--- src/rtl/grant_bus_mux_if.sv ---
// Bus bundle between the 4-master arbiter side, the grant mux and the shared slave port.
// Handshake: a transfer completes in the cycle where s_valid and s_ready are both high.
interface grant_bus_mux_if #(
    parameter int ADDR_W = 16,
    parameter int DATA_W = 32
);
    logic [3:0]          gnt;
    logic [4*ADDR_W-1:0] m_addr;
    logic [4*DATA_W-1:0] m_wdata;
    logic [3:0]          m_we;
    logic [3:0]          m_done;
    logic                m_err;
    logic [DATA_W-1:0]   m_rdata;
    logic                s_valid;
    logic [ADDR_W-1:0]   s_addr;
    logic [DATA_W-1:0]   s_wdata;
    logic                s_we;
    logic                s_ready;
    logic [DATA_W-1:0]   s_rdata;
    logic                busy;
    logic                multi_gnt;

    // Mux-side view.
    modport slave (
        input  gnt, m_addr, m_wdata, m_we, s_ready, s_rdata,
        output m_done, m_err, m_rdata, s_valid, s_addr, s_wdata, s_we, busy, multi_gnt
    );

    // Environment view: masters, arbiter and the shared slave.
    modport master (
        output gnt, m_addr, m_wdata, m_we, s_ready, s_rdata,
        input  m_done, m_err, m_rdata, s_valid, s_addr, s_wdata, s_we, busy, multi_gnt
    );
endinterface

--- src/rtl/grant_bus_mux.sv ---
// Latches the granted master's request and runs one valid/ready transfer on the shared slave.
// Optional slave-wait timeout: define GRANT_BUS_MUX_TIMEOUT_EN.
module grant_bus_mux #(
    parameter int ADDR_W = 16,
    parameter int DATA_W = 32,
    parameter int TO_CYC = 15
) (
    input logic             clk,
    input logic             rst_n,
    grant_bus_mux_if.slave  bus
);
    localparam logic [1:0] IDLE = 2'd0;
    localparam logic [1:0] XFER = 2'd1;
    localparam logic [1:0] DONE = 2'd2;

    if (TO_CYC < 1) begin : g_bad_to_cyc
        $error("TO_CYC must be at least 1");
    end

    logic [1:0]        state_q, state_d;
    logic [1:0]        owner_q, owner_d;
    logic [ADDR_W-1:0] addr_q, addr_d;
    logic [DATA_W-1:0] wdata_q, wdata_d;
    logic              we_q, we_d;
    logic [DATA_W-1:0] rdata_q, rdata_d;
    logic              multi_q, multi_d;
    logic [1:0]        first_idx;
    logic              gnt_multi;

`ifdef GRANT_BUS_MUX_TIMEOUT_EN
    localparam int CNT_W = $clog2(TO_CYC + 1);
    logic [CNT_W-1:0] cnt_q, cnt_d;
    logic             err_q, err_d;
`endif

    // Descending scan so the lowest set grant bit wins.
    always_comb begin
        first_idx = 2'd0;
        for (int i = 3; i >= 0; i--) begin
            if (bus.gnt[i]) first_idx = 2'(i);
        end
        gnt_multi = (bus.gnt & (bus.gnt - 4'd1)) != 4'd0;
    end

    always_comb begin
        state_d = state_q;
        owner_d = owner_q;
        addr_d  = addr_q;
        wdata_d = wdata_q;
        we_d    = we_q;
        rdata_d = rdata_q;
        multi_d = multi_q;
`ifdef GRANT_BUS_MUX_TIMEOUT_EN
        cnt_d   = cnt_q;
        err_d   = err_q;
`endif
        case (state_q)
            IDLE: begin
                if (bus.gnt != 4'd0) begin
                    state_d = XFER;
                    owner_d = first_idx;
                    addr_d  = bus.m_addr[first_idx*ADDR_W +: ADDR_W];
                    wdata_d = bus.m_wdata[first_idx*DATA_W +: DATA_W];
                    we_d    = bus.m_we[first_idx];
                    if (gnt_multi) multi_d = 1'b1;
`ifdef GRANT_BUS_MUX_TIMEOUT_EN
                    cnt_d   = '0;
`endif
                end
            end
            XFER: begin
                if (bus.s_ready) begin
                    rdata_d = bus.s_rdata;
                    state_d = DONE;
`ifdef GRANT_BUS_MUX_TIMEOUT_EN
                    err_d   = 1'b0;
                end else if (cnt_q == CNT_W'(TO_CYC - 1)) begin
                    // Final allowed wait cycle passed without s_ready: abort.
                    err_d   = 1'b1;
                    state_d = DONE;
                end else begin
                    cnt_d   = cnt_q + 1'b1;
`endif
                end
            end
            DONE:    state_d = IDLE;
            default: state_d = IDLE;
        endcase
    end

    always_ff @(posedge clk or negedge rst_n) begin
        if (!rst_n) begin
            state_q <= IDLE;
            owner_q <= 2'd0;
            addr_q  <= '0;
            wdata_q <= '0;
            we_q    <= 1'b0;
            rdata_q <= '0;
            multi_q <= 1'b0;
`ifdef GRANT_BUS_MUX_TIMEOUT_EN
            cnt_q   <= '0;
            err_q   <= 1'b0;
`endif
        end else begin
            state_q <= state_d;
            owner_q <= owner_d;
            addr_q  <= addr_d;
            wdata_q <= wdata_d;
            we_q    <= we_d;
            rdata_q <= rdata_d;
            multi_q <= multi_d;
`ifdef GRANT_BUS_MUX_TIMEOUT_EN
            cnt_q   <= cnt_d;
            err_q   <= err_d;
`endif
        end
    end

    // Status outputs decode the registered state so reset clears them asynchronously.
    assign bus.s_valid   = (state_q == XFER);
    assign bus.busy      = (state_q != IDLE);
    assign bus.m_done    = (state_q == DONE) ? (4'b0001 << owner_q) : 4'b0000;
    assign bus.s_addr    = addr_q;
    assign bus.s_wdata   = wdata_q;
    assign bus.s_we      = we_q;
    assign bus.m_rdata   = rdata_q;
    assign bus.multi_gnt = multi_q;
`ifdef GRANT_BUS_MUX_TIMEOUT_EN
    assign bus.m_err     = err_q;
`else
    assign bus.m_err     = 1'b0;
`endif
endmodule
--- src/flat_wrapper.sv ---
// flat-port wrapper written by rule: the top's interface ports become plain ports
module grant_bus_mux_flat 
#(
    parameter int ADDR_W = 16,
    parameter int DATA_W = 32,
    parameter int TO_CYC = 15
)
  (clk, rst_n, bus_gnt, bus_m_addr, bus_m_wdata, bus_m_we, bus_s_ready, bus_s_rdata, bus_m_done, bus_m_err, bus_m_rdata, bus_s_valid, bus_s_addr, bus_s_wdata, bus_s_we, bus_busy, bus_multi_gnt);
  grant_bus_mux_if #(.ADDR_W(ADDR_W), .DATA_W(DATA_W)) bus_i ();
  input logic clk;
  input logic rst_n;
  input wire logic [$bits(bus_i.gnt)-1:0] bus_gnt;
  input wire logic [$bits(bus_i.m_addr)-1:0] bus_m_addr;
  input wire logic [$bits(bus_i.m_wdata)-1:0] bus_m_wdata;
  input wire logic [$bits(bus_i.m_we)-1:0] bus_m_we;
  input wire logic [$bits(bus_i.s_ready)-1:0] bus_s_ready;
  input wire logic [$bits(bus_i.s_rdata)-1:0] bus_s_rdata;
  output wire logic [$bits(bus_i.m_done)-1:0] bus_m_done;
  output wire logic [$bits(bus_i.m_err)-1:0] bus_m_err;
  output wire logic [$bits(bus_i.m_rdata)-1:0] bus_m_rdata;
  output wire logic [$bits(bus_i.s_valid)-1:0] bus_s_valid;
  output wire logic [$bits(bus_i.s_addr)-1:0] bus_s_addr;
  output wire logic [$bits(bus_i.s_wdata)-1:0] bus_s_wdata;
  output wire logic [$bits(bus_i.s_we)-1:0] bus_s_we;
  output wire logic [$bits(bus_i.busy)-1:0] bus_busy;
  output wire logic [$bits(bus_i.multi_gnt)-1:0] bus_multi_gnt;
  assign bus_i.gnt = bus_gnt;
  assign bus_i.m_addr = bus_m_addr;
  assign bus_i.m_wdata = bus_m_wdata;
  assign bus_i.m_we = bus_m_we;
  assign bus_i.s_ready = bus_s_ready;
  assign bus_i.s_rdata = bus_s_rdata;
  assign bus_m_done = bus_i.m_done;
  assign bus_m_err = bus_i.m_err;
  assign bus_m_rdata = bus_i.m_rdata;
  assign bus_s_valid = bus_i.s_valid;
  assign bus_s_addr = bus_i.s_addr;
  assign bus_s_wdata = bus_i.s_wdata;
  assign bus_s_we = bus_i.s_we;
  assign bus_busy = bus_i.busy;
  assign bus_multi_gnt = bus_i.multi_gnt;
  grant_bus_mux #(.ADDR_W(ADDR_W), .DATA_W(DATA_W), .TO_CYC(TO_CYC)) u_core (.clk(clk), .rst_n(rst_n), .bus(bus_i));
endmodule
--- config.mk ---
export PLATFORM = sky130hd
export DESIGN_NAME = grant_bus_mux_flat
export DESIGN_NICKNAME = d
export VERILOG_FILES = /design/src/rtl/grant_bus_mux_if.sv /design/src/rtl/grant_bus_mux.sv /design/src/flat_wrapper.sv
export SDC_FILE = /design/constraint.sdc
export NUM_CORES = 1
export LEC_CHECK = 0
export CAP_MARGIN = 10
export CORE_ASPECT_RATIO = 1.1
export CORE_MARGIN = 2
export CORE_UTILIZATION = 33
export DETAILED_ROUTE_END_ITERATION = 16
export PLACE_DENSITY = 0.82
export SYNTH_ARGS = -nofsm -noshare
export SYNTH_HDL_FRONTEND = slang
export SYNTH_SLANG_ARGS = --single-unit
--- constraint.sdc ---
create_clock -name clk -period 1.5 [get_ports clk]
set_input_delay 0.225 -clock clk [delete_from_list [all_inputs] [get_ports clk]]
set_output_delay 0.225 -clock clk [all_outputs]
set_load 0.01 [all_outputs]
==> impl_metrics.toml <==
[worst_setup_path]
critPathTopFamily = "simple AND/OR/NAND/NOR gates"
endpoint_kind = "flip-flop"
crit_type = "flip-flop to flip-flop"
required_ns = 1.76
path_buf_inv = 2
crit_slowest_cell = "or4_4"
worstSetupStartpointType = "flip-flop"
path_cells = "nor2_4, inv_2, or4_4, buf_12, o221ai_2"
arrival_ns = 1.89
path_max_fanout = 18
cpPeakStageDelay_ns = 0.55

[die]
core_mm2 = 0.0144
die_h_um = 131
ios = 324
row_count = 46
die-area_mm2 = 0.0158
die_w_um = 120
start_util_pct = 33.8

[layout]
final_common_cell = "clkdlybuf4s50_1"
fillers = 1145
register_area_mm2 = 0.00215
drive_gt1_share_pct = 18.2
layout_common_cells = "clkdlybuf4s50_1, dfrtp_1, nand2_1"
diodes = 0
final_nets = 1049
multi_input_area_mm2 = 0.00253
synthToLayoutAreaGrowth_pct = 88.5

[global_routing]
grt_pass1_wl_um = 29600
grtUsageMet1_pct = 29.7
antenna_found_initial = 0
grt_pass1_vias = 5399
grt_use_met3_pct = 4.90
grt_max_degree = 56
top_usage_layer = "met2"
grtUsageTotal_pct = 24.1
grt_overflow = 0
met2_usage_pct = 41.6

[synth]
postSynthAreaPerCell_um2 = 10.2
synth_edf_count = 0
yosysTopAreaCellShare_pct = 44.1
synth_cell_type_count = 37
synth_top_family_by_area = "compound AO/OA/AOI/OAI gates"
seq_area_frac_synth_pct = 44.1
synth_fa_ha_area_share_pct = 0
yosys-mux-area-fraction_pct = 14.4
syn-cell-area_mm2 = 0.00488
synth_xor_area_share_pct = 0
yosys.area_share.simple_pct = 11.3
synth_seq_cells = 86
syn_inst = 476
synth_compound_gate_area_share_pct = 24.4
ys_top_cells_by_area = "dfrtp_1, o221ai_2, mux2_2"
synth_top_area_cell = "dfrtp_1"
ys.flop_type = "dfrtp_1"
async_flop_share_pct = 100
syn_nets = 711
yosys_warnings = 0

[routing]
vias_per_cell = 5.11
drc = 0
avgRoutedWirePerCell_um = 19.3
first_pass_iters = 5
vias = 5166
drt-initial-drc-count = 293
routed_wl_um = 19500
final_antenna_net_count = 0

[status]
violations = "negative setup slack"
status = "complete, but fails checks"

[hold_path]
worstHoldPathType = "primary input to async pin"

[placed_design]
gp_congestion = 0.868
port-buffer-count = 322
hpwl_um = 14400

[sta]
whs_ns = 0.337
fin_ws_ns = -0.136
fmax_ghz = 0.611
rsz0062_at_grt = "true"
worst_pin_slew_ns = 0.561
finalSetupViolCount = 49
fin_crit_ns = 1.64
hold_violations = 0
slew_headroom_pct = 62.6
period_share_pct = 109
slew_violations = 0
worst_clock_skew_ns = 0.0104

[run]
maxCapViolCount = 0

[clock_tree]
cts_buffers = 9
cts_buffer_depth = 2
clk_pin_slew_ns = 0.06
cts_root_buffer = "clkbuf_16"
insertion_delay_ns = 0.35
cts.sinks = 86
cts_tree = "built"
htreeDepth = 3

[pwr]
ir_drop_mv = 1.17
p_per_area_mw_per_mm2 = 1470
p_total_mw = 13.6
leakage_nw = 4.34
-- sequential cells by signal (all words and copies together) (netlist names) --
name                  cells
u_core.bus.s_we           1
u_core.state_q            2
u_core.bus.multi_gnt      1
u_core.bus.m_rdata       32
u_core.owner_q            2
u_core.bus.s_wdata       32
u_core.bus.s_addr        16
-- cells by family (layout without fill, tap and decap cells) --
group	Yosys count	after routing
AO/OA/AOI/OAI	136	136
other	1	1
flip-flops	86	86
multiplexers	66	66
buffers and inverters	64	407
AND/OR/NAND/NOR	123	123
-- final cells by class --
type,instances,share of cell area (%)
tap,192,2.61
sequential,86,23.4
clock inverter,7,1.06
timing repair buffer,373,42.2
multi-input combinational,326,27.5
inverter,18,0.735
clock buffer,9,2.45
-- where the power goes --
| group | switching [mW] | internal [mW] |
|---|---|---|
| clock network | 0.990 | 1.47 |
| registers | 0.635 | 3.45 |
| logic | 3.10 | 3.90 |
-- metrics by stage --
stage,utilization [%],setup TNS [ns],instance area [um2],setup slack (ns),instances
2_1_floorplan,-,-5.89,4880,-0.190,476
3_3_place_gp,59.5,-20.04,8590,-0.413,987
3_5_place_dp,59.5,-22.78,8590,-0.479,987
4_1_cts,62.2,-5.35,8980,-0.170,1008
5_1_grt,63.6,-8.66,9190,-0.214,1011
6_report,63.6,-4.46,9190,-0.136,1011
-- worst reg2reg max path, stage by stage (launching register included) --
cell and delay, ns:
dfrtp_1 0.40, nor2_4 0.14, inv_2 0.07, or4_4 0.55
buf_12 0.20, o221ai_2 0.20
-- timing repair --
item | CTS | global route
endpoints found under the setup margin | 96 | 118
setup buffers | 1 | 3
pin swaps | 2 | 1
gates resized for setup | 55 | 52
endpoints found under the hold margin | 21 | 0
cloned | 3 | 2
hold buffers | 1 | 0
-- worst paths after layout --
check,start,to,slack [ns],cells past startpoint
worst max-delay path,u_core.state_q[1],u_core.bus.s_wdata[30],-0.14,5
worst min-delay path,rst_n,u_core.bus.s_wdata[20],0.34,2
worst max register to register,u_core.state_q[1],u_core.bus.s_wdata[30],-0.14,5
worst min register to register,u_core.bus.s_wdata[23],u_core.bus.s_wdata[23],0.48,2
max in group asynchronous,rst_n,u_core.bus.s_wdata[31],0.62,3
min in group clk,u_core.bus.s_wdata[23],u_core.bus.s_wdata[23],0.48,2
-- Yosys cell counts (4+ instances only) --
| cell type | count |
|---|---|
| o22ai_1 | 15 |
| buf_2 | 13 |
| o21ai_0 | 8 |
| o21ai_1 | 6 |
| o221ai_2 | 29 |
| nor2_1 | 44 |
| mux2_2 | 32 |
| dfrtp_1 | 86 |
| nand2_1 | 53 |
| inv_1 | 17 |
| buf_1 | 4 |
| a22oi_1 | 34 |
| a21oi_1 | 15 |
| mux2i_1 | 34 |
| clkbuf_1 | 25 |
| o221ai_1 | 5 |
| and2_1 | 13 |
| a221oi_1 | 15 |
-- layer usage --
metal	wire length [um]	up-vias
li1	-	2441
met1	7790	2485
met5	0	-
met2	9950	204
met3	1210	36
met4	541	0
No activity file was read; power rests on OpenSTA's default activity.
